<file path="src/rtl/recon_icap_writer.sv">
// recon_icap_writer
//   Consumes a bitstream returned by the DMA read engine as wide AXI-Stream
//   beats and writes it to ICAP one 32-bit word per cycle. One length command
//   is accepted per bitstream. The stream length is checked against the
//   command, and completion and error status are reported to the controller.
//
// Build option:
//   RECON_ICAP_BITSWAP_EN - when defined, each byte of icap_o is bit-reversed
//                           as the ICAPE3 primitive expects. When undefined,
//                           bytes pass unswapped. Word and byte order are the
//                           same in both builds.
//
// Ports:
//   clk, rst_n        clock, asynchronous active-low reset
//   cmd_len/valid     bitstream byte length command; cmd_ready when idle
//   s_axis_*          bitstream beats; byte 0 is in tdata[7:0]
//   icap_avail        ICAP can take a write this cycle
//   icap_csib/rdwrb/o ICAP write interface (all registered)
//   status_done       one-cycle pulse at command end
//   status_error      bit0 short stream / bad length / missing keep, bit1 overrun
//   status_words      words written for the current/last command
module recon_icap_writer #(
  parameter int DATA_WIDTH     = 512,
  parameter int KEEP_WIDTH     = DATA_WIDTH / 8,
  parameter int LEN_WIDTH      = 20,
  parameter int WORDS_PER_BEAT = DATA_WIDTH / 32
) (
  input  logic                  clk,
  input  logic                  rst_n,
  input  logic [LEN_WIDTH-1:0]  cmd_len,
  input  logic                  cmd_valid,
  output logic                  cmd_ready,
  input  logic [DATA_WIDTH-1:0] s_axis_tdata,
  input  logic [KEEP_WIDTH-1:0] s_axis_tkeep,
  input  logic                  s_axis_tvalid,
  input  logic                  s_axis_tlast,
  output logic                  s_axis_tready,
  input  logic                  icap_avail,
  output logic                  icap_csib,
  output logic                  icap_rdwrb,
  output logic [31:0]           icap_o,
  output logic                  status_done,
  output logic [1:0]            status_error,
  output logic [31:0]           status_words
);

  localparam int IDX_W = (WORDS_PER_BEAT > 1) ? $clog2(WORDS_PER_BEAT) : 1;
  localparam int CNT_W = $clog2(WORDS_PER_BEAT + 1);
  localparam logic [LEN_WIDTH-1:0] BEAT_WORDS = LEN_WIDTH'(WORDS_PER_BEAT);

  typedef enum logic [1:0] {
    ST_IDLE   = 2'd0,
    ST_STREAM = 2'd1,
    ST_DRAIN  = 2'd2
  } state_t;

  // Converts a little-endian stream word into ICAP order: the earliest byte
  // lands in bits 31:24, optionally with each byte bit-reversed.
  function automatic logic [31:0] icap_order(input logic [31:0] w);
    logic [31:0] o;
    logic [31:0] r;
    o = {w[7:0], w[15:8], w[23:16], w[31:24]};
    r = o;
`ifdef RECON_ICAP_BITSWAP_EN
    for (int j = 0; j < 4; j++) begin
      for (int i = 0; i < 8; i++) begin
        r[8*j + i] = o[8*j + 7 - i];
      end
    end
`endif
    return r;
  endfunction

  state_t                  state_r, state_s;
  logic [LEN_WIDTH-1:0]    remaining_r, remaining_s;
  logic                    buf_valid_r, buf_valid_s;
  logic [DATA_WIDTH-1:0]   buf_data_r, buf_data_s;
  logic [CNT_W-1:0]        buf_words_r, buf_words_s;
  logic                    buf_last_r, buf_last_s;   // beat carried tlast
  logic                    buf_final_r, buf_final_s; // beat exhausts remaining
  logic [IDX_W-1:0]        word_idx_r, word_idx_s;
  logic                    done_pend_r, done_pend_s;
  logic                    cmd_ready_r, cmd_ready_s;
  logic                    tready_r, tready_s;
  logic                    csib_r, csib_s;
  logic                    rdwrb_r, rdwrb_s;
  logic [31:0]             icap_data_r, icap_data_s;
  logic                    done_r, done_s;
  logic [1:0]              error_r, error_s;
  logic [31:0]             words_r, words_s;

  logic                    cmd_fire_s, beat_fire_s, emit_s, last_word_s, bad_len_s;
  logic                    keep_err_s, beat_final_s;
  logic [LEN_WIDTH-1:0]    rem_words_s;
  logic [CNT_W-1:0]        beat_words_s;
  logic [31:0]             cur_word_s;

  assign cmd_ready     = cmd_ready_r;
  assign s_axis_tready = tready_r;
  assign icap_csib     = csib_r;
  assign icap_rdwrb    = rdwrb_r;
  assign icap_o        = icap_data_r;
  assign status_done   = done_r;
  assign status_error  = error_r;
  assign status_words  = words_r;

  // Handshake strobes and the word currently selected from the beat buffer.
  always_comb begin
    cmd_fire_s  = cmd_valid & cmd_ready_r & (state_r == ST_IDLE);
    beat_fire_s = s_axis_tvalid & tready_r;
    emit_s      = (state_r == ST_STREAM) & buf_valid_r & icap_avail;
    last_word_s = ((CNT_W'(word_idx_r) + CNT_W'(1'b1)) == buf_words_r);
    bad_len_s   = (cmd_len == '0) || (cmd_len[1:0] != 2'b00);
    cur_word_s  = icap_order(buf_data_r[{word_idx_r, 5'b00000} +: 32]);
  end

  // Per-beat word count (clamped to what remains) and tkeep check on the
  // words that will actually be written.
  always_comb begin
    rem_words_s = remaining_r >> 2;
    if (rem_words_s >= BEAT_WORDS) begin
      beat_words_s = CNT_W'(WORDS_PER_BEAT);
      beat_final_s = (rem_words_s == BEAT_WORDS);
    end else begin
      beat_words_s = rem_words_s[CNT_W-1:0];
      beat_final_s = 1'b1;
    end
    keep_err_s = 1'b0;
    for (int k = 0; k < WORDS_PER_BEAT; k++) begin
      if ((CNT_W'(k) < beat_words_s) && (s_axis_tkeep[4*k +: 4] != 4'hF)) begin
        keep_err_s = 1'b1;
      end else begin
        keep_err_s = keep_err_s;
      end
    end
  end

  // Next-state and next-output logic for the IDLE/STREAM/DRAIN controller.
  always_comb begin
    state_s     = state_r;
    remaining_s = remaining_r;
    buf_valid_s = buf_valid_r;
    buf_data_s  = buf_data_r;
    buf_words_s = buf_words_r;
    buf_last_s  = buf_last_r;
    buf_final_s = buf_final_r;
    word_idx_s  = word_idx_r;
    done_pend_s = 1'b0;
    csib_s      = 1'b1;
    icap_data_s = icap_data_r;
    error_s     = error_r;
    words_s     = words_r;
    done_s      = done_pend_r;

    case (state_r)
      ST_IDLE: begin
        if (cmd_fire_s) begin
          error_s     = 2'b00;
          words_s     = 32'd0;
          remaining_s = cmd_len;
          buf_valid_s = 1'b0;
          if (bad_len_s) begin
            error_s = 2'b01;
            done_s  = 1'b1;
          end else begin
            state_s = ST_STREAM;
          end
        end else begin
          state_s = ST_IDLE;
        end
      end
      ST_STREAM: begin
        if (beat_fire_s) begin
          buf_valid_s = 1'b1;
          buf_data_s  = s_axis_tdata;
          buf_words_s = beat_words_s;
          buf_last_s  = s_axis_tlast;
          buf_final_s = beat_final_s;
          word_idx_s  = '0;
          error_s[0]  = error_r[0] | keep_err_s | (s_axis_tlast & ~beat_final_s);
          error_s[1]  = error_r[1] | (~s_axis_tlast & beat_final_s);
        end else if (emit_s) begin
          csib_s      = 1'b0;
          icap_data_s = cur_word_s;
          words_s     = words_r + 32'd1;
          word_idx_s  = word_idx_r + IDX_W'(1'b1);
          if (remaining_r >= LEN_WIDTH'(3'd4)) begin
            remaining_s = remaining_r - LEN_WIDTH'(3'd4);
          end else begin
            remaining_s = '0;
          end
          if (last_word_s) begin
            buf_valid_s = 1'b0;
            if (buf_last_r) begin
              // Done is held back one cycle so it follows the final word.
              state_s     = ST_IDLE;
              done_pend_s = 1'b1;
            end else if (buf_final_r) begin
              state_s = ST_DRAIN;
            end else begin
              state_s = ST_STREAM;
            end
          end else begin
            buf_valid_s = 1'b1;
          end
        end else begin
          state_s = ST_STREAM;
        end
      end
      ST_DRAIN: begin
        if (beat_fire_s && s_axis_tlast) begin
          state_s = ST_IDLE;
          done_s  = 1'b1;
        end else begin
          state_s = ST_DRAIN;
        end
      end
      default: begin
        state_s     = ST_IDLE;
        buf_valid_s = 1'b0;
      end
    endcase

    if (csib_s == 1'b0) begin
      rdwrb_s = 1'b0;
    end else if (state_s == ST_STREAM) begin
      rdwrb_s = 1'b0;
    end else begin
      rdwrb_s = 1'b1;
    end

    tready_s = ((state_s == ST_STREAM) && !buf_valid_s) || (state_s == ST_DRAIN);
    // Ready rises only after a full idle cycle so a pending done pulse is
    // never overlapped by the next command's status clear.
    cmd_ready_s = (state_s == ST_IDLE) && (state_r == ST_IDLE) && !cmd_fire_s;
  end

  // State, beat buffer and registered outputs.
  always_ff @(posedge clk or negedge rst_n) begin
    if (!rst_n) begin
      state_r     <= ST_IDLE;
      remaining_r <= '0;
      buf_valid_r <= 1'b0;
      buf_data_r  <= '0;
      buf_words_r <= '0;
      buf_last_r  <= 1'b0;
      buf_final_r <= 1'b0;
      word_idx_r  <= '0;
      done_pend_r <= 1'b0;
      cmd_ready_r <= 1'b0;
      tready_r    <= 1'b0;
      csib_r      <= 1'b1;
      rdwrb_r     <= 1'b1;
      icap_data_r <= 32'd0;
      done_r      <= 1'b0;
      error_r     <= 2'b00;
      words_r     <= 32'd0;
    end else begin
      state_r     <= state_s;
      remaining_r <= remaining_s;
      buf_valid_r <= buf_valid_s;
      buf_data_r  <= buf_data_s;
      buf_words_r <= buf_words_s;
      buf_last_r  <= buf_last_s;
      buf_final_r <= buf_final_s;
      word_idx_r  <= word_idx_s;
      done_pend_r <= done_pend_s;
      cmd_ready_r <= cmd_ready_s;
      tready_r    <= tready_s;
      csib_r      <= csib_s;
      rdwrb_r     <= rdwrb_s;
      icap_data_r <= icap_data_s;
      done_r      <= done_s;
      error_r     <= error_s;
      words_r     <= words_s;
    end
  end

endmodule
</file>
<file path="config.mk">
export PLATFORM = sky130hd
export DESIGN_NAME = recon_icap_writer
export DESIGN_NICKNAME = d
export VERILOG_FILES = /design/src/rtl/recon_icap_writer.sv
export SDC_FILE = /design/constraint.sdc
export NUM_CORES = 1
export LEC_CHECK = 0
export ABC_AREA = 0
export CORE_AREA = 2 2 260 262
export DETAILED_ROUTE_END_ITERATION = 12
export DIE_AREA = 0 0 262 264
export PLACE_DENSITY = 0.73
export SETUP_SLACK_MARGIN = 0.2
export SYNTH_ARGS = -nofsm -noshare
export SYNTH_HDL_FRONTEND = slang
export SYNTH_SLANG_ARGS = --single-unit
</file>
<file path="constraint.sdc">
create_clock -name clk -period 2.7 [get_ports clk]
set_clock_uncertainty 0.15 [all_clocks]
set_input_delay 0.675 -clock clk [delete_from_list [all_inputs] [get_ports clk]]
set_output_delay 0.675 -clock clk [all_outputs]
set_load 0.005 [all_outputs]
</file>
==> results.toml <==
[status]
violations = "negative setup slack"
status = "finished with violations"

[job]
max_cap_violations = 0

[detailed_routing]
drt_iter0_drc = 1126
dr_total_vias = 19500
drcViolationCount = 0
firstDrtPassIters = 7
via_per_inst = 5.44
routedWlPerCell_um = 25.0
ant_nets = 0
finalWirelength_mm = 89.7

[yosys]
synthFlopType = "dfrtp_1"
synth_area_um2 = 27900
avgSynthCellArea_um2 = 14.8
synth-seq-area-share_pct = 55.5
netlist_instances = 1883
synth_enable_flop_cells = 0
yosysWarningCount = 0
yosysTopAreaCell = "dfrtp_1"
synth_fp_nets = 2490
synthTopCellsByArea = "dfrtp_1 55%, mux2_2 21%, mux4_2 13%"
synth-async-reset-ratio_pct = 100
synth.top_cell.area_share_pct = 55.3
synth.distinct_cells = 63
ys_ff_latch = 618

[grt]
antenna_found_initial = 43
use_met1_pct = 30.8
met2_usage_pct = 44.6
busiest_layer = "met2"
grt.total_usage_pct = 26.0
grt_max_degree = 75
grt_pass1_vias = 21400
grt_pass1_wl_mm = 133
grt_overflow = 0
grtUsageMet3_pct = 8.30

[cells_and_area]
mostFrequentLayoutCells = "667 x clkdlybuf4s50_1, 598 x dfrtp_1, 513 x mux2_2, 160 x mux4_2, 151 x nand2_1"
nNetsFinal = 3259
fin_util_pct = 59.0
layout-drive-gt1-share_pct = 36.0
syn_to_final_growth_pct = 41.0
final_common_cell = "clkdlybuf4s50_1"
stdcell_count = 3594

[power_and_ir_drop]
cellPowerDensity_nw_per_um2 = 1020
swShare_pct = 29.8
comb_power_share_pct = 37.0
clkPwrFrac_pct = 22.8
internal-power_mw = 28.3
p_leak_nw = 16.1
peakVddDrop_mv = 0.600
p_seq_share_pct = 40.2
switching_power_mw = 12.0

[worst_setup_path]
worstPathRequired_ns = 3.04
r2r_start = "remaining_r[15]"
setup.worst_path.class = "flip-flop to flip-flop"
critPathMaxFanout = 5
crit_path_start_kind = "flip-flop"
startpoint = "remaining_r[15]"
worstPathArrival_ns = 3.05
end_kind = "flip-flop"

[sta]
slew_viol_final = 0
fin_crit_ns = 2.71
rsz0062_at_grt = "yes"
relSlewSlack_pct = 59.5
fmax_mhz = 369
hold_viol = 0
worst_slew_pin_slew_ns = 0.607
finalCritPeriodShare_pct = 100
fin_ws_ns = -0.00797
setup_viol = 1

[clocking]
cts_tree = "built"
path_clk_slew_ns = 0.06
cts_made_buffers = 69
ctsRootBufferMaster = "clkbuf_16"
clockBufferDepth = 3
cts_max_level = 3
clk_latency_ns = 0.63
numClockSinks = 618

[place]
hpwl_mm = 68.9
place_congestion = 0.951
post-place-cells = 3439
io_buffers = 672

[min_path]
worstHoldStart = "done_pend_r"
min_path_type = "flip-flop to flip-flop"

[floorplan]
die_h_um = 264
die_w_um = 262
placementRows = 95
die_area_um2 = 69200
core_um2 = 66600
initial_core_util_pct = 41.9
ios = 673
[power by group through the flow]
stage               registers (mW)  clock network (mW)  logic [mW]
detailed placement            16.3                   0        14.9
global placement              16.0                   0        14.5
finish                        16.2                9.17        14.9
global route                  16.7                9.73        16.0
CTS                           16.2                9.36        15.0
floorplan                     15.2                   0        10.1
[flip-flops by register name, indices dropped and copies added (netlist names)]
register and flops:
buf_data_r 512, buf_final_r 1, buf_last_r 1, buf_valid_r 1, buf_words_r 5, cmd_ready 1, done_pend_r 1, icap_csib 1
icap_o 32, icap_rdwrb 1, remaining_r 20, s_axis_tready 1, state_r 2, status_done 1, status_error 2, status_words 32
word_idx_r 4
[synthesized netlist by cell type (5+ instances only)]
library cell and number:
dfrtp_1 616, mux2_2 513, mux4_2 160, nand2_1 151, clkbuf_1 106, nor2_1 47
o21ai_0 45, nand4_1 24, nor3_1 24, xnor2_1 23, a21oi_1 19, nand3_1 14
xor2_1 14, inv_1 12, nor4_1 12, buf_1 9, buf_2 6, or3_1 6
ha_1 5, or4_1 5
[layout make-up]
class	instances	area, um2
repair buffers	821	8340
clock buffers	96	1960
multi-input cells	1129	12000
inverters	13	48.8
fillers	5114	27300
well taps	873	1090
flip-flops and latches	618	15500
clock inverters	21	258
diodes	23	57.6
[worst paths after layout]
path                                         to  slack (ns)  cells after the start
worst max-delay path            status_error[0]      -0.008                      6
worst min register to register      status_done        0.32                      1
min in group asynchronous       buf_data_r[263]        0.38                      2
max in group asynchronous       buf_data_r[394]        1.07                      4
worst min-delay path                status_done        0.32                      1
worst max register to register  status_error[0]      -0.008                      6
[metal layers]
layer	up-vias	routed length [um]
met4	44	2600
met5	-	268
li1	8518	-
met3	181	7850
met2	782	45700
met1	10000	33300
[what timing repair did]
item,4_1_cts,5_1_grt
hold buffers,1,0
pin swaps,4,2
hold endpoints to repair,25,0
endpoints found under the setup margin,32,47
resized for setup,14,24
buffers inserted,2,12
[through the flow]
stage               setup TNS (ns)  hold slack (ns)  area, um2  setup WS (ns)  power [mW]
global route               -0.0900            0.347      39300        -0.0473        42.4
finish                    -0.00797            0.324      39300       -0.00797        40.3
detailed placement           -7.66            0.304      36800         -0.378        31.2
global placement             -6.35            0.285      36800         -0.375        30.5
CTS                        -0.0301            0.317      39100        -0.0301        40.5
floorplan                        0            0.229      28000          0.121        25.3
[logic make-up after synthesis]
kind of cell             synth area share [%]
AND/OR/NAND/NOR                          5.34
AO/OA/AOI/OAI                            2.25
adder cells (fa/ha/maj)                 0.224
buffers and inverters                    1.88
multiplexers                             33.7
flip-flops                               55.5
XOR/XNOR                                 1.16
[worst max-delay path: stages, from the launching register on]
cell and delay, ns:
dfrtp_1 0.38, or4_4 0.56, or4b_4 0.52, or3_4 0.43, nor3_4 0.19, o211ai_1 0.16
o21a_1 0.20
(Power assumes the default switching activity.)
